===== config.mk =====
export PLATFORM = sky130hd
export DESIGN_NAME = bcd_seg_scanner_flat
export DESIGN_NICKNAME = d
export VERILOG_FILES = /design/src/rtl/bcd_seg_scanner_pkg.sv /design/src/rtl/bcd_seg_scanner_if.sv /design/src/rtl/bcd_seg_scanner_seg7_decode.sv /design/src/rtl/bcd_seg_scanner.sv /design/src/flat_wrapper.sv
export SDC_FILE = /design/constraint.sdc
export NUM_CORES = 1
export LEC_CHECK = 0
export BUFFER_PORTS_ARGS = -buffer_cell sky130_fd_sc_hd__buf_2
export CAP_MARGIN = 10
export CELL_PAD_IN_SITES_DETAIL_PLACEMENT = 2
export CELL_PAD_IN_SITES_GLOBAL_PLACEMENT = 2
export CORE_ASPECT_RATIO = 0.6
export CORE_MARGIN = 1
export CORE_UTILIZATION = 30
export CTS_CLUSTER_DIAMETER = 30
export DETAILED_ROUTE_END_ITERATION = 8
export GPL_TIMING_DRIVEN = 0
export MAX_ROUTING_LAYER = met4
export PLACE_DENSITY_LB_ADDON = 0.1
export SYNTH_ARGS = -nofsm -noshare
export SYNTH_HDL_FRONTEND = slang
export SYNTH_HIERARCHICAL = 1
export SYNTH_SLANG_ARGS = --single-unit

===== constraint.sdc =====
create_clock -name clk -period 1.58 [get_ports clk]
set_input_delay 0.316 -clock clk [delete_from_list [all_inputs] [get_ports clk]]
set_output_delay 0.316 -clock clk [all_outputs]
set_load 0.005 [all_outputs]

===== src/rtl/bcd_seg_scanner_pkg.sv =====
// Shared display constants for the battle-display segment scanner: active-low
// gfedcba digit codes, blank/dash patterns, FSM states and a BCD sizing helper.
package pbs_disp_pkg;

    localparam logic [6:0] SEG_DIGIT [0:9] = '{
        7'b1000000, 7'b1111001, 7'b0100100, 7'b0110000, 7'b0011001,
        7'b0010010, 7'b0000010, 7'b1111000, 7'b0000000, 7'b0011000
    };
    localparam logic [6:0] SEG_BLANK = 7'b1111111;
    localparam logic [6:0] SEG_DASH  = 7'b0111111;

    typedef enum logic [1:0] {LOAD, SHIFT, STORE} state_e;

    // Decimal digits needed to hold the largest w-bit unsigned value.
    function automatic int dec_digits(input int w);
        longint m;
        int     n;
        m = (longint'(1) << w) - 1;
        n = 1;
        while (m >= 10) begin
            m = m / 10;
            n++;
        end
        return n;
    endfunction

endpackage


===== src/rtl/bcd_seg_scanner_if.sv =====
// Value/display bundle of the segment scanner; master drives values and hold,
// slave (the scanner) drives segments and per-channel status.
interface bcd_seg_scanner_if #(
    parameter int NUM_CH  = 4,
    parameter int VAL_W   = 8,
    parameter int NUM_DIG = 3
);
    logic [NUM_CH*VAL_W-1:0]     val_in;
    logic                        hold;
    logic [NUM_CH*NUM_DIG*7-1:0] seg_out;
    logic [NUM_CH-1:0]           ch_valid;
    logic [NUM_CH-1:0]           ovf;

    modport master (output val_in, hold, input seg_out, ch_valid, ovf);
    modport slave  (input val_in, hold, output seg_out, ch_valid, ovf);
endinterface


===== src/rtl/bcd_seg_scanner_seg7_decode.sv =====
// One BCD digit to active-low 7-segment code; non-decimal codes show blank.
module seg7_decode
    import pbs_disp_pkg::*;
(
    input  logic [3:0] bcd,
    output logic [6:0] seg
);
    always_comb begin
        seg = SEG_BLANK;
        if (bcd < 4'd10) seg = SEG_DIGIT[bcd];
    end
endmodule


===== src/rtl/bcd_seg_scanner.sv =====
// Round-robin double-dabble converter feeding NUM_CH registered 7-segment displays.
// Optional LEAD_ZERO_BLANK_EN blanks zero digits above the most significant non-zero digit.
module bcd_seg_scanner
    import pbs_disp_pkg::*;
#(
    parameter int NUM_CH  = 4,
    parameter int VAL_W   = 8,
    parameter int NUM_DIG = 3
) (
    input  logic              clk,
    input  logic              reset_n,
    bcd_seg_scanner_if.slave  bus
);
    localparam int BCD_N = (dec_digits(VAL_W) > NUM_DIG) ? dec_digits(VAL_W) : NUM_DIG;
    localparam int CNT_W = $clog2(VAL_W + 1);
    localparam int CH_W  = (NUM_CH > 1) ? $clog2(NUM_CH) : 1;

    state_e                  state_q, state_d;
    logic [VAL_W-1:0]        bin_q, bin_d;
    logic [BCD_N*4-1:0]      bcd_q, bcd_d, adj;
    logic [CNT_W-1:0]        bit_cnt_q, bit_cnt_d;
    logic [CH_W-1:0]         ch_idx_q, ch_idx_d;
    logic [NUM_CH-1:0][NUM_DIG-1:0][6:0] seg_q, seg_d;
    logic [NUM_CH-1:0]       ovf_q, ovf_d, vld_q, vld_d;

    logic [NUM_CH-1:0][VAL_W-1:0] val_arr;
    logic [NUM_DIG-1:0][6:0]      dec_seg, store_seg;
    logic                         store_ovf;
`ifdef LEAD_ZERO_BLANK_EN
    logic                         lead;
`endif

    assign val_arr = bus.val_in;

    always_ff @(posedge clk or negedge reset_n) begin
        if (!reset_n) state_q <= LOAD;
        else          state_q <= state_d;
    end

    always_comb begin
        state_d = state_q;
        case (state_q)
            LOAD:    if (!bus.hold) state_d = SHIFT;
            SHIFT:   if (bit_cnt_q == CNT_W'(1)) state_d = STORE;
            STORE:   state_d = LOAD;
            default: state_d = LOAD;
        endcase
    end

    // Add-3 correction applied before each shift.
    always_comb begin
        adj = bcd_q;
        for (int i = 0; i < BCD_N; i++)
            if (bcd_q[i*4 +: 4] >= 4'd5) adj[i*4 +: 4] = bcd_q[i*4 +: 4] + 4'd3;
    end

    genvar g;
    generate
        for (g = 0; g < NUM_DIG; g++) begin : g_dec
            seg7_decode u_dec (.bcd(bcd_q[g*4 +: 4]), .seg(dec_seg[g]));
        end
    endgenerate

    // Anything left above the displayed digits means the value does not fit.
    always_comb begin
        store_ovf = 1'b0;
        for (int i = NUM_DIG; i < BCD_N; i++)
            if (bcd_q[i*4 +: 4] != 4'd0) store_ovf = 1'b1;
        store_seg = dec_seg;
`ifdef LEAD_ZERO_BLANK_EN
        lead = 1'b1;
        for (int i = NUM_DIG - 1; i > 0; i--) begin
            if (bcd_q[i*4 +: 4] != 4'd0) lead = 1'b0;
            if (lead) store_seg[i] = SEG_BLANK;
        end
`endif
        if (store_ovf) store_seg = {NUM_DIG{SEG_DASH}};
    end

    always_comb begin
        bin_d     = bin_q;
        bcd_d     = bcd_q;
        bit_cnt_d = bit_cnt_q;
        ch_idx_d  = ch_idx_q;
        seg_d     = seg_q;
        ovf_d     = ovf_q;
        vld_d     = vld_q;
        case (state_q)
            LOAD: begin
                if (!bus.hold) begin
                    bin_d     = val_arr[ch_idx_q];
                    bcd_d     = '0;
                    bit_cnt_d = CNT_W'(VAL_W);
                end
            end
            SHIFT: begin
                {bcd_d, bin_d} = {adj, bin_q} << 1;
                bit_cnt_d      = bit_cnt_q - 1'b1;
            end
            STORE: begin
                seg_d[ch_idx_q] = store_seg;
                ovf_d[ch_idx_q] = store_ovf;
                vld_d[ch_idx_q] = 1'b1;
                ch_idx_d = (ch_idx_q == CH_W'(NUM_CH - 1)) ? '0 : ch_idx_q + 1'b1;
            end
            default: ;
        endcase
    end

    always_ff @(posedge clk or negedge reset_n) begin
        if (!reset_n) begin
            bin_q     <= '0;
            bcd_q     <= '0;
            bit_cnt_q <= '0;
            ch_idx_q  <= '0;
            seg_q     <= {(NUM_CH*NUM_DIG){SEG_BLANK}};
            ovf_q     <= '0;
            vld_q     <= '0;
        end else begin
            bin_q     <= bin_d;
            bcd_q     <= bcd_d;
            bit_cnt_q <= bit_cnt_d;
            ch_idx_q  <= ch_idx_d;
            seg_q     <= seg_d;
            ovf_q     <= ovf_d;
            vld_q     <= vld_d;
        end
    end

    assign bus.seg_out  = seg_q;
    assign bus.ch_valid = vld_q;
    assign bus.ovf      = ovf_q;

endmodule


===== src/flat_wrapper.sv =====
// flat-port wrapper written by rule: the top's interface ports become plain ports
module bcd_seg_scanner_flat import pbs_disp_pkg::*;
#(
    parameter int NUM_CH  = 4,
    parameter int VAL_W   = 8,
    parameter int NUM_DIG = 3
)
  (clk, reset_n, bus_val_in, bus_hold, bus_seg_out, bus_ch_valid, bus_ovf);
  bcd_seg_scanner_if #(.NUM_CH(NUM_CH), .VAL_W(VAL_W), .NUM_DIG(NUM_DIG)) bus_i ();
  input  logic clk;
  input  logic reset_n;
  input wire logic [$bits(bus_i.val_in)-1:0] bus_val_in;
  input wire logic [$bits(bus_i.hold)-1:0] bus_hold;
  output wire logic [$bits(bus_i.seg_out)-1:0] bus_seg_out;
  output wire logic [$bits(bus_i.ch_valid)-1:0] bus_ch_valid;
  output wire logic [$bits(bus_i.ovf)-1:0] bus_ovf;
  assign bus_i.val_in = bus_val_in;
  assign bus_i.hold = bus_hold;
  assign bus_seg_out = bus_i.seg_out;
  assign bus_ch_valid = bus_i.ch_valid;
  assign bus_ovf = bus_i.ovf;
  bcd_seg_scanner #(.NUM_CH(NUM_CH), .VAL_W(VAL_W), .NUM_DIG(NUM_DIG)) u_core (.clk(clk), .reset_n(reset_n), .bus(bus_i));
endmodule

* After elaboration in Yosys (flattened, before gate mapping)
Memory sizes are Yosys's and may differ from the RTL's.
Cells that the tools add are included.
** Operators by class
- Add/sub/neg operators :: 5
- Magnitude comparators :: 11
- Eq/ne operators :: 6
- Multiplexer cells :: 29
- Bitwise logic cells :: 6
- Reduce and logical (&&, ||, !) cells :: 5
** Operator list (number)
- $bwmux W84 :: 1
- $mux W7 :: 9
- $demux W21 S2 :: 1
- $pmux W12 S2 :: 1
- $mux W21 :: 1
- $bmux W8 S2 :: 1
- $mux W8 :: 2
- $pmux W8 S2 :: 1
- $ge A5 B5 Y1 const B :: 3
- $not A4 Y5 :: 3
- $ge A4 B3 Y1 const B :: 3
- $lt A4 B4 Y1 const B :: 3
- $mux W12 :: 1
- $mux W4 :: 3
- $add A4 B2 Y4 const B :: 2
- $pmux W4 S2 :: 1
- $mux W2 :: 3
- $and A4 B4 Y4 :: 1
- $eq A2 B2 Y1 const B :: 2
- $eq A4 B1 Y1 const B :: 1
- $not A4 Y4 :: 1
- $or A4 B4 Y4 :: 1
- $pmux W2 S2 :: 1
- $reduce_and A2 Y1 :: 2
- 14 further kinds :: 14
** Word-level totals
- Register bits after elaboration :: 120
- Memory bits (read-only) :: 336
- Input bits :: 35
- Output and inout bits :: 92
- Logic and storage cells :: 84
- Memories kept :: 3
** Memory list
- (no name shown) :: words 16, width 7, rd ports 1, clocked after memory_dff 0, wr ports 0, line bcd_seg_scanner_seg7_decode.sv:10 : if (bcd < 4'd10) seg = SEG_DIGIT[bcd];
- (no name shown) :: words 16, width 7, rd ports 1, clocked after memory_dff 0, wr ports 0, line bcd_seg_scanner_seg7_decode.sv:10
- (no name shown) :: words 16, width 7, rd ports 1, clocked after memory_dff 0, wr ports 0, line bcd_seg_scanner_seg7_decode.sv:10

* Depth between registers and ports, before layout
Gate-level depths: netlist of the first run.
- Depth in word-level cells :: 6
- Depth in mapped cells :: 6

* Modules after synthesis
The synthesis of the first run kept the hierarchy.
** Modules (own cells, without submodules)
- bcd_seg_scanner :: times used 1, cells each 363, area each 5353.9 um^2, sequential area each 3108.0 um^2
- seg7_decode (u_core.g_dec[0].u_dec ...) :: times used 2, cells each 30, area each 198.9 um^2, sequential area each 0.0 um^2
- seg7_decode (u_core.g_dec[2].u_dec) :: times used 1, cells each 30, area each 191.4 um^2, sequential area each 0.0 um^2

* Worst setup path after synthesis of the first run
Ideal clock, no wire load.
- Path type :: flip-flop to flip-flop
- Start point :: register u_core.ch_idx_q[0]
- End point :: register u_core.bin_q[1]
- Setup time :: 121 ps
- Data arrival time :: 1406 ps
- Required time :: 1459 ps
- Path slack :: 53 ps
- Stages on the path, launching flop included :: 5
- Buffers on the path :: 1
- Clock period less this slack :: 1527 ps
- Path through :: dfrtp_1 > buf_6 > mux4_2 > o31a_1 > o22a_1
** On the way
- Word-level cells in the longest chain between the ends :: 4
** RTL lines
- from (decl) :: line bcd_seg_scanner.sv:22 : logic [CH_W-1:0] ch_idx_q, ch_idx_d;
- from (signal assigned) :: line bcd_seg_scanner.sv:123 : ch_idx_q <= ch_idx_d;
- $bmux W8 S2 :: line bcd_seg_scanner.sv:91 : bin_d = val_arr[ch_idx_q];
- $mux W8 (implied by the code) :: line bcd_seg_scanner.sv:91
- $mux W8 :: line bcd_seg_scanner.sv:90 : if (!bus.hold) begin
- $pmux W8 S2 :: line bcd_seg_scanner.sv:88 : case (state_q)
- to (signal assigned) :: line bcd_seg_scanner.sv:120 : bin_q <= bin_d;
- to (decl) :: line bcd_seg_scanner.sv:19 : logic [VAL_W-1:0] bin_q, bin_d;
No other way between the ends. The select of a mux whose other input is x is not followed.
A chain may end at the register's enable or synchronous reset.

* Worst setup path after layout of the first run
- Start point :: register u_core.ch_idx_q[0]
- End point :: register u_core.bin_q[3]
The elaborated chain is that of the path after synthesis.

==> parameters.txt, run 1 <==
Parameter                              Value

Placed design
  Final estimated routing congestion in global placement ... 0.753
  Half-perimeter wire length of the detailed placement result ... 11.8 mm
  Port-buffer cells ... 126
  Area after detailed placement ... 0.00694 sq mm
  Worst slack at placement ... -0.248 ns

Timing
  Slew of the pin with the lowest slew margin ... 0.706 ns
  RSZ-0062 raised after global routing ... yes
  Worst Clk Skew ... 0.00829 ns
  Setup TNS Final ... -0.0495 ns
  Final WS setup ... -0.0386 ns
  Period utilisation layout ... 1.02
  Tightest slew margin relative to the limit ... 0.525
  Fin. max-slew vios ... 0
  Final setup violation count ... 3
  Highest achievable clock rate ... 618 MHz
  Time the worst path needs with I/O delays and setup ... 1.62 ns
  Hold Vio Cnt, Final ... 0

Drt
  Residual DRC count ... 0
  DRC violation total after the first TritonRoute iteration ... 113
  Antenna violation net count after detailed routing ... 0
  Via count ... 4240
  Post-detailed-route wirelength per cell ... 18.6 microns
  Routed wire length ... 16.8 mm
  Via/cell ratio ... 4.70
  First-pass iteration count of the detailed router ... 2

Final layout
  Area growth, synth to finish ... 32.5%
  Filler cells ... 1975
  Area of combinational cells with multiple inputs ... 0.00258 sq mm
  Share of final-layout standard cells stronger than drive strength 1 ... 0.664
  Number of inserted diodes ... 0
  Post-route cell area ... 0.00788 sq mm
  Commonest non-fill, non-tap cells in the layout ... buf_2, mux2_2, dfstp_2
  Nets ... 682
  Post-layout util ... 0.410
  Seq. cell area ... 0.00312 sq mm
  Most common library cell in the layout ignoring fill and taps ... buf_2

Synthesis
  Number of synthesized flops with an enable pin ... 0
  Share of cell area taken by muxes after synthesis ... 0.196
  FF+latch count, synth ... 120
  Gate count after technology mapping ... 453
  Share of synthesized area occupied by flip-flops and latches ... 0.523
  Number of synthesis warnings ... 6
  Largest family of logic cells by synthesized area ... multiplexers
  Parity-gate share of the synthesized area counting xor and xnor cells ... 0.00737
  Async set-or-reset flop fraction in the synthesized netlist ... 1.00
  Netlist area before placement ... 0.00594 sq mm
  Number of different library cells in the post-synthesis netlist ... 48
  Complex-gate fraction of the synthesized area ... 0.0964
  Mean area per synthesized cell ... 13.1 sq um
  Simple-gate share of the synthesized area ... 0.0724
  Primary FF master, synth ... dfstp_2
  Mapped Nets ... 512
  Adder and majority cell fraction of the synthesized area ... 0.0505

Worst setup path
  Worst EP required ... 1.89 ns
  Stage delay of the slowest cell on the critical path ... 0.52 ns
  Critical path, cell by cell ... buf_6, mux4_2, o31a_1, o22a_1
  Critical-path top delay cell ... mux4_2
  Critical path type ... flop to flop
  Crit Path Max Fanout ... 9
  Element type at the critical path end ... flop
  Arrival time at the worst endpoint ... 1.92 ns
  Cell class contributing the biggest share of worst-path delay ... multiplexers
  Buffers and inverters on the worst path ... 1
  Startpoint kind of the worst setup timing path ... flop

Floorplan
  Width of the die ... 184 microns
  Initial Utilization ... 0.309
  DIE HEIGHT ... 111 microns
  Full die area ... 0.0204 sq mm
  Standard-cell rows ... 39
  Area inside the core boundary ... 0.0192 sq mm
  Number of primary I/O pins ... 127

Pwr
  Switching Fraction ... 0.356
  Internal power of the cells ... 0.00909 W
  Peak supply drop ... 0.791 mV
  Power density cells ... 1790 mW/mm^2
  Leakage Power ... 3.82 nW
  Overall power after layout ... 0.0141 W
  Clock network fraction of total power ... 0.277
  Sequential share of power ... 0.329
  Proportion of power drawn by combinational gates ... 0.393
  Net switching power ... 0.00502 W

Run status
  Result of the run ... finished with violations
  Violated checks ... negative setup slack

Global routing
  Number of antenna violations at the first check in global routing ... 0
  Vias in the first global route ... 4779
  Global-route wire length before repair ... 27.0 mm
  Gr ovfl total ... 0
  Maximum number of pins on one net before global-route repair ... 80
  Combined global-route utilization of all metal layers ... 0.182

Clocking
  CTS Buf Count ... 17
  Max H-tree Level ... 4
  Clock transition at the register clock pins on the worst setup and hold paths after CTS ... 0.06 ns
  Number of sinks driven by the clock tree ... 120
  Clock tree from TritonCTS ... yes
  Worst-skew pair later-pin latency ... 0.43 ns
  Maximum clock insertion buffer count ... 2
  Clock tree root driver cell ... clkbuf_16

Flow run
  Max-capacitance violation count ... 0

Min path
  Type of the tightest min-delay check ... input port to flop
==> Yosys cell counts, types with 5 or more instances <==
cell | count | area (sq um)
mux2_2 | 85 | 957
dfstp_2 | 84 | 2210
dfrtp_1 | 36 | 901
inv_1 | 25 | 93.8
ha_1 | 24 | 300
nand2_1 | 20 | 75.1
o21ai_0 | 18 | 90.1
buf_6 | 16 | 180
nor2_1 | 15 | 56.3
nand2b_1 | 11 | 68.8
a21oi_1 | 10 | 50.1
o22ai_1 | 7 | 43.8
and2_1 | 6 | 37.5
o2111ai_1 | 6 | 52.6
inv_2 | 5 | 18.8
nor2b_1 | 5 | 31.3
o21ai_1 | 5 | 25.0
==> routing by layer <==
layer  global-route usage  vias to the layer above  share of wire
li1                     -                     1970              -
met1                0.241                     2166           0.49
met2                0.268                       86           0.45
met3               0.0483                       18          0.042
met4               0.0572                        0          0.013
met5                    -                        -              0
==> path summary, 6_finish.rpt <==
path / depth (start not counted) / endpoint / startpoint / slack [ns]
worst min-delay path: 4 / u_core/bin_q[5]$_DFFE_PN0P_ / bus_val_in[29] / 0.29
min in group asynchronous: 2 / u_core/bus.ch_valid[2]$_DFFE_PN0N_ / reset_n / 0.41
worst min register to register: 1 / u_core/bus.ch_valid[0]$_DFFE_PN0N_ / u_core/bus.ch_valid[0]$_DFFE_PN0N_ / 0.47
worst max register to register: 4 / u_core/bin_q[3]$_DFFE_PN0P_ / u_core/ch_idx_q[0]$_DFFE_PN0N_ / -0.04
worst max-delay path: 4 / u_core/bin_q[3]$_DFFE_PN0P_ / u_core/ch_idx_q[0]$_DFFE_PN0N_ / -0.04
max in group asynchronous: 3 / u_core/bus.seg_out[67]$_DFFE_PN1P_ / reset_n / 0.41
==> power groups by stage <==
| stage | Sequential (W) | Clock, W | Combinational [W] |
|---|---|---|---|
| 6_report | 0.00465 | 0.00392 | 0.00555 |
| 5_1_grt | 0.00477 | 0.00419 | 0.00615 |
| 4_1_cts | 0.00468 | 0.00405 | 0.00526 |
| 3_5_place_dp | 0.00476 | 0 | 0.00484 |
| 3_3_place_gp | 0.00470 | 0 | 0.00458 |
| 2_1_floorplan | 0.00459 | 0 | 0.00322 |
==> sequential cells by signal, indices dropped and copies added, names as in the netlist <==
signal and count:
u_core/bus.seg_out 84, u_core/bcd_q 12, u_core/bin_q 8, u_core/bit_cnt_q 4
u_core/bus.ch_valid 4, u_core/bus.ovf 4, u_core/ch_idx_q 2, u_core/state_q 2
==> repair_timing <==
action / CTS / global route
resized for setup: 25 / 26
setup buffers: 12 / 11
endpoints found under the hold margin: 8 / 0
pin swaps: 1 / 2
setup endpoints to repair: 80 / 93
hold buffers: 1 / 0
==> worst register-to-register path, delay by kind of cell (launching register included) <==
kind                   cells  cell delay [ns]
AO/OA/AOI/OAI              2             0.43
buffers and inverters      1             0.17
flip-flops                 1             0.37
multiplexers               1             0.53
==> stage by stage <==
step | cells | hold WS, ns
final | 902 | 0.289
after global routing | 902 | 0.314
after CTS | 891 | 0.271
after detailed placement | 846 | 0.273
after global placement | 845 | 0.445
after floorplan | 453 | 0.0204
==> cells by family (layout without fill, tap and decap cells) <==
logic type / Yosys count / after routing
AOI/OAI and AO/OA: 83 / 83
xor gates and xnor gates: 5 / 5
adders and majority gates: 24 / 24
buffers and inverters: 52 / 235
DFF: 120 / 120
muxes: 94 / 94
and+or+nand+nor: 75 / 75
==> cell type report <==
class / count / share of cell area
multi-input cells: 281 / 0.327
plain buffers: 22 / 0.0354
inverters: 30 / 0.0143
repair buffers: 151 / 0.109
flip-flops and latches: 120 / 0.396
clock inverters: 11 / 0.0151
well taps: 266 / 0.0422
clock buffers: 21 / 0.0611
Power figures use the tool's default switching activity.
==> run 2, diff against run 1 <==
--- a/config.mk
+++ b/config.mk
@@ -16,7 +16,8 @@
 export DETAILED_ROUTE_END_ITERATION = 8
 export GPL_TIMING_DRIVEN = 0
 export MAX_ROUTING_LAYER = met4
-export PLACE_DENSITY_LB_ADDON = 0.1
+export PLACE_DENSITY_LB_ADDON = 0.05
+export SKIP_LAST_GASP = 1
 export SYNTH_ARGS = -nofsm -noshare
 export SYNTH_HDL_FRONTEND = slang
 export SYNTH_HIERARCHICAL = 1
==> parameters.txt, run 2 (synthesis gave the netlist of run 1 again) <==
Parameter                              Value

Run status
  Result of the run ... finished with violations
  Violated checks ... negative setup slack

Floorplan
  Full die area ... 0.0204 sq mm (unchanged)
  Width of the die ... 184 microns (unchanged)
  Standard-cell rows ... 39 (unchanged)
  DIE HEIGHT ... 111 microns (unchanged)
  Number of primary I/O pins ... 127 (unchanged)
  Area inside the core boundary ... 0.0192 sq mm (unchanged)
  Initial Utilization ... 0.309 (unchanged)

Final layout
  Area growth, synth to finish ... 37.4%
  Nets ... 691 (+1.3%)
  Number of inserted diodes ... 0 (unchanged)
  Most common library cell in the layout ignoring fill and taps ... buf_2
  Share of final-layout standard cells stronger than drive strength 1 ... 0.673 (+0.00935)
  Filler cells ... 1987 (+0.61%)
  Commonest non-fill, non-tap cells in the layout ... buf_2, mux2_2, dfstp_2
  Area of combinational cells with multiple inputs ... 0.00264 sq mm (+2.4%)
  Post-layout util ... 0.425 (+0.0150)
  Flip-flop count of the largest register after layout ... 84 (unchanged)
  Seq. cell area ... 0.00312 sq mm (about the same)

Min path
  Type of the tightest min-delay check ... input port to flop

Timing
  Setup TNS Final ... -0.110 ns (-0.0609 ns)
  Final WS setup ... -0.0602 ns (-0.0216 ns)
  Worst slack on hold paths ... 0.289 ns (+0.000103 ns)
  Hold Vio Cnt, Final ... 0 (unchanged)
  Slew of the pin with the lowest slew margin ... 0.661 ns (-0.0451 ns)
  Tightest slew margin relative to the limit ... 0.559 (+0.0337)
  Fin. max-slew vios ... 0 (unchanged)
  Highest achievable clock rate ... 610 MHz (-1.3%)
  RSZ-0062 raised after global routing ... yes
  Final setup violation count ... 7 (+4)
  Worst Clk Skew ... 0.00773 ns (-0.000555 ns)
  Period utilisation layout ... 1.04 (+0.0137)
  Time the worst path needs with I/O delays and setup ... 1.64 ns (+0.0216 ns)

Pwr
  Peak supply drop ... 0.829 mV (+4.8%)
  Leakage Power ... 3.91 nW (+2.3%)
  Power density cells ... 1810 mW/mm^2 (+0.77%)
  Overall power after layout ... 0.0147 W (+4.5%)

Placed design
  Port-buffer cells ... 126 (unchanged)
  Final estimated routing congestion in global placement ... 0.754 (+0.16%)
  Half-perimeter wire length of the detailed placement result ... 11.7 mm (-1.4%)

Drt
  Post-detailed-route wirelength per cell ... 19.7 microns (+5.7%)
  DRC violation total after the first TritonRoute iteration ... 173 (+53%)
  Residual DRC count ... 0 (unchanged)
  Antenna violation net count after detailed routing ... 0 (unchanged)
  First-pass iteration count of the detailed router ... 4 (+2)
  Via count ... 4310 (+1.7%)
  Routed wire length ... 17.9 mm (+6.7%)
  Via/cell ratio ... 4.73 (+0.65%)

Clocking
  Worst-skew pair later-pin latency ... 0.43 ns (about the same)
  CTS Buf Count ... 17 (unchanged)
  Clock transition at the register clock pins on the worst setup and hold paths after CTS ... 0.06 ns (about the same)
  Clock tree root driver cell ... clkbuf_16
  Maximum clock insertion buffer count ... 2 (unchanged)
  Number of sinks driven by the clock tree ... 120 (unchanged)
  Clock tree from TritonCTS ... yes
  Max H-tree Level ... 4 (unchanged)

Worst setup path
  Critical-path top delay cell ... mux4_2
  Critical path type ... flop to flop
  Reg-to-reg setup timing slack ... -0.06 ns (-0.02 ns)
  Crit Path Max Fanout ... 5 (-4)
  Startpoint kind of the worst setup timing path ... flop
  Element type at the critical path end ... flop
  Worst EP required ... 1.89 ns (about the same)
  Arrival time at the worst endpoint ... 1.95 ns (+0.03 ns)
  Critical path, cell by cell ... buf_8, mux4_2, o31a_1, o22a_1
  Stage delay of the slowest cell on the critical path ... 0.51 ns (about the same)

Global routing
  Gr ovfl total ... 0 (unchanged)
  Global-route wire length before repair ... 27.1 mm (about the same)
  Combined global-route utilization of all metal layers ... 0.183 (+0.00187)
  Number of antenna violations at the first check in global routing ... 0 (unchanged)
  Vias in the first global route ... 4809 (+0.63%)
  Maximum number of pins on one net before global-route repair ... 76 (-5.0%)

Flow run
  Max-capacitance violation count ... 0 (unchanged)
==> run 2: cell type report <==
class	count	share of cell area
tap	266	0.0408
inverter	30	0.0138
sequential	120	0.382
timing repair buffer	160	0.126
multi-input combinational	281	0.323
clock buffer	21	0.0590
clock inverter	11	0.0205
buffer	22	0.0346
==> run 2: where the power goes <==
part / internal, W / switching, W
clock network: 0.00281 / 0.00147
registers: 0.00404 / 0.000627
logic: 0.00267 / 0.00313
==> run 2: stage by stage <==
step	setup slack, ns	area, sq um	instances
3_5_place_dp	-0.207	6940	846
6_report	-0.0602	8170	911
2_1_floorplan	0.0530	5940	453
3_3_place_gp	-1.36	6910	845
4_1_cts	-0.0466	7790	897
5_1_grt	-0.111	8170	911
==> run 2: timing repair <==
| item | in CTS | in global routing |
|---|---|---|
| resized for setup | 19 | 41 |
| hold buffers | 1 | 0 |
| setup endpoints to repair | 79 | 85 |
| buffers inserted | 18 | 8 |
| endpoints found under the hold margin | 15 | 0 |
| cloned | 0 | 6 |
| pin swaps | 3 | 8 |
==> run 2: worst paths after layout <==
path,start,end,cells after the start
min in group asynchronous,reset_n,u_core/bin_q[2]$_DFFE_PN0P_,2
min reg2reg,u_core/bus.ch_valid[3]$_DFFE_PN0N_,u_core/bus.ch_valid[3]$_DFFE_PN0N_,1
max,u_core/ch_idx_q[0]$_DFFE_PN0N_,u_core/bin_q[4]$_DFFE_PN0P_,4
max reg2reg,u_core/ch_idx_q[0]$_DFFE_PN0N_,u_core/bin_q[4]$_DFFE_PN0P_,4
max in group asynchronous,reset_n,u_core/bus.seg_out[52]$_DFFE_PN1P_,3
min,bus_val_in[29],u_core/bin_q[5]$_DFFE_PN0P_,4
==> run 2: layer usage <==
| metal | share of wire | vias to the layer above | track usage | wire [microns] |
|---|---|---|---|---|
| met5 | 0 | - | - | 0 |
| met4 | 0.020 | 0 | 0.0856 | 363 |
| met3 | 0.032 | 26 | 0.0394 | 580 |
| met2 | 0.45 | 90 | 0.271 | 8050 |
| met1 | 0.50 | 2213 | 0.240 | 8930 |
| li1 | - | 1981 | - | - |
==> run 2: critical path: cells and delay by family (launching register included) <==
kind            cells  cell delay (ns)
mux                 1             0.51
flops               1             0.41
buf+inv             1             0.15
compound gates      2             0.44
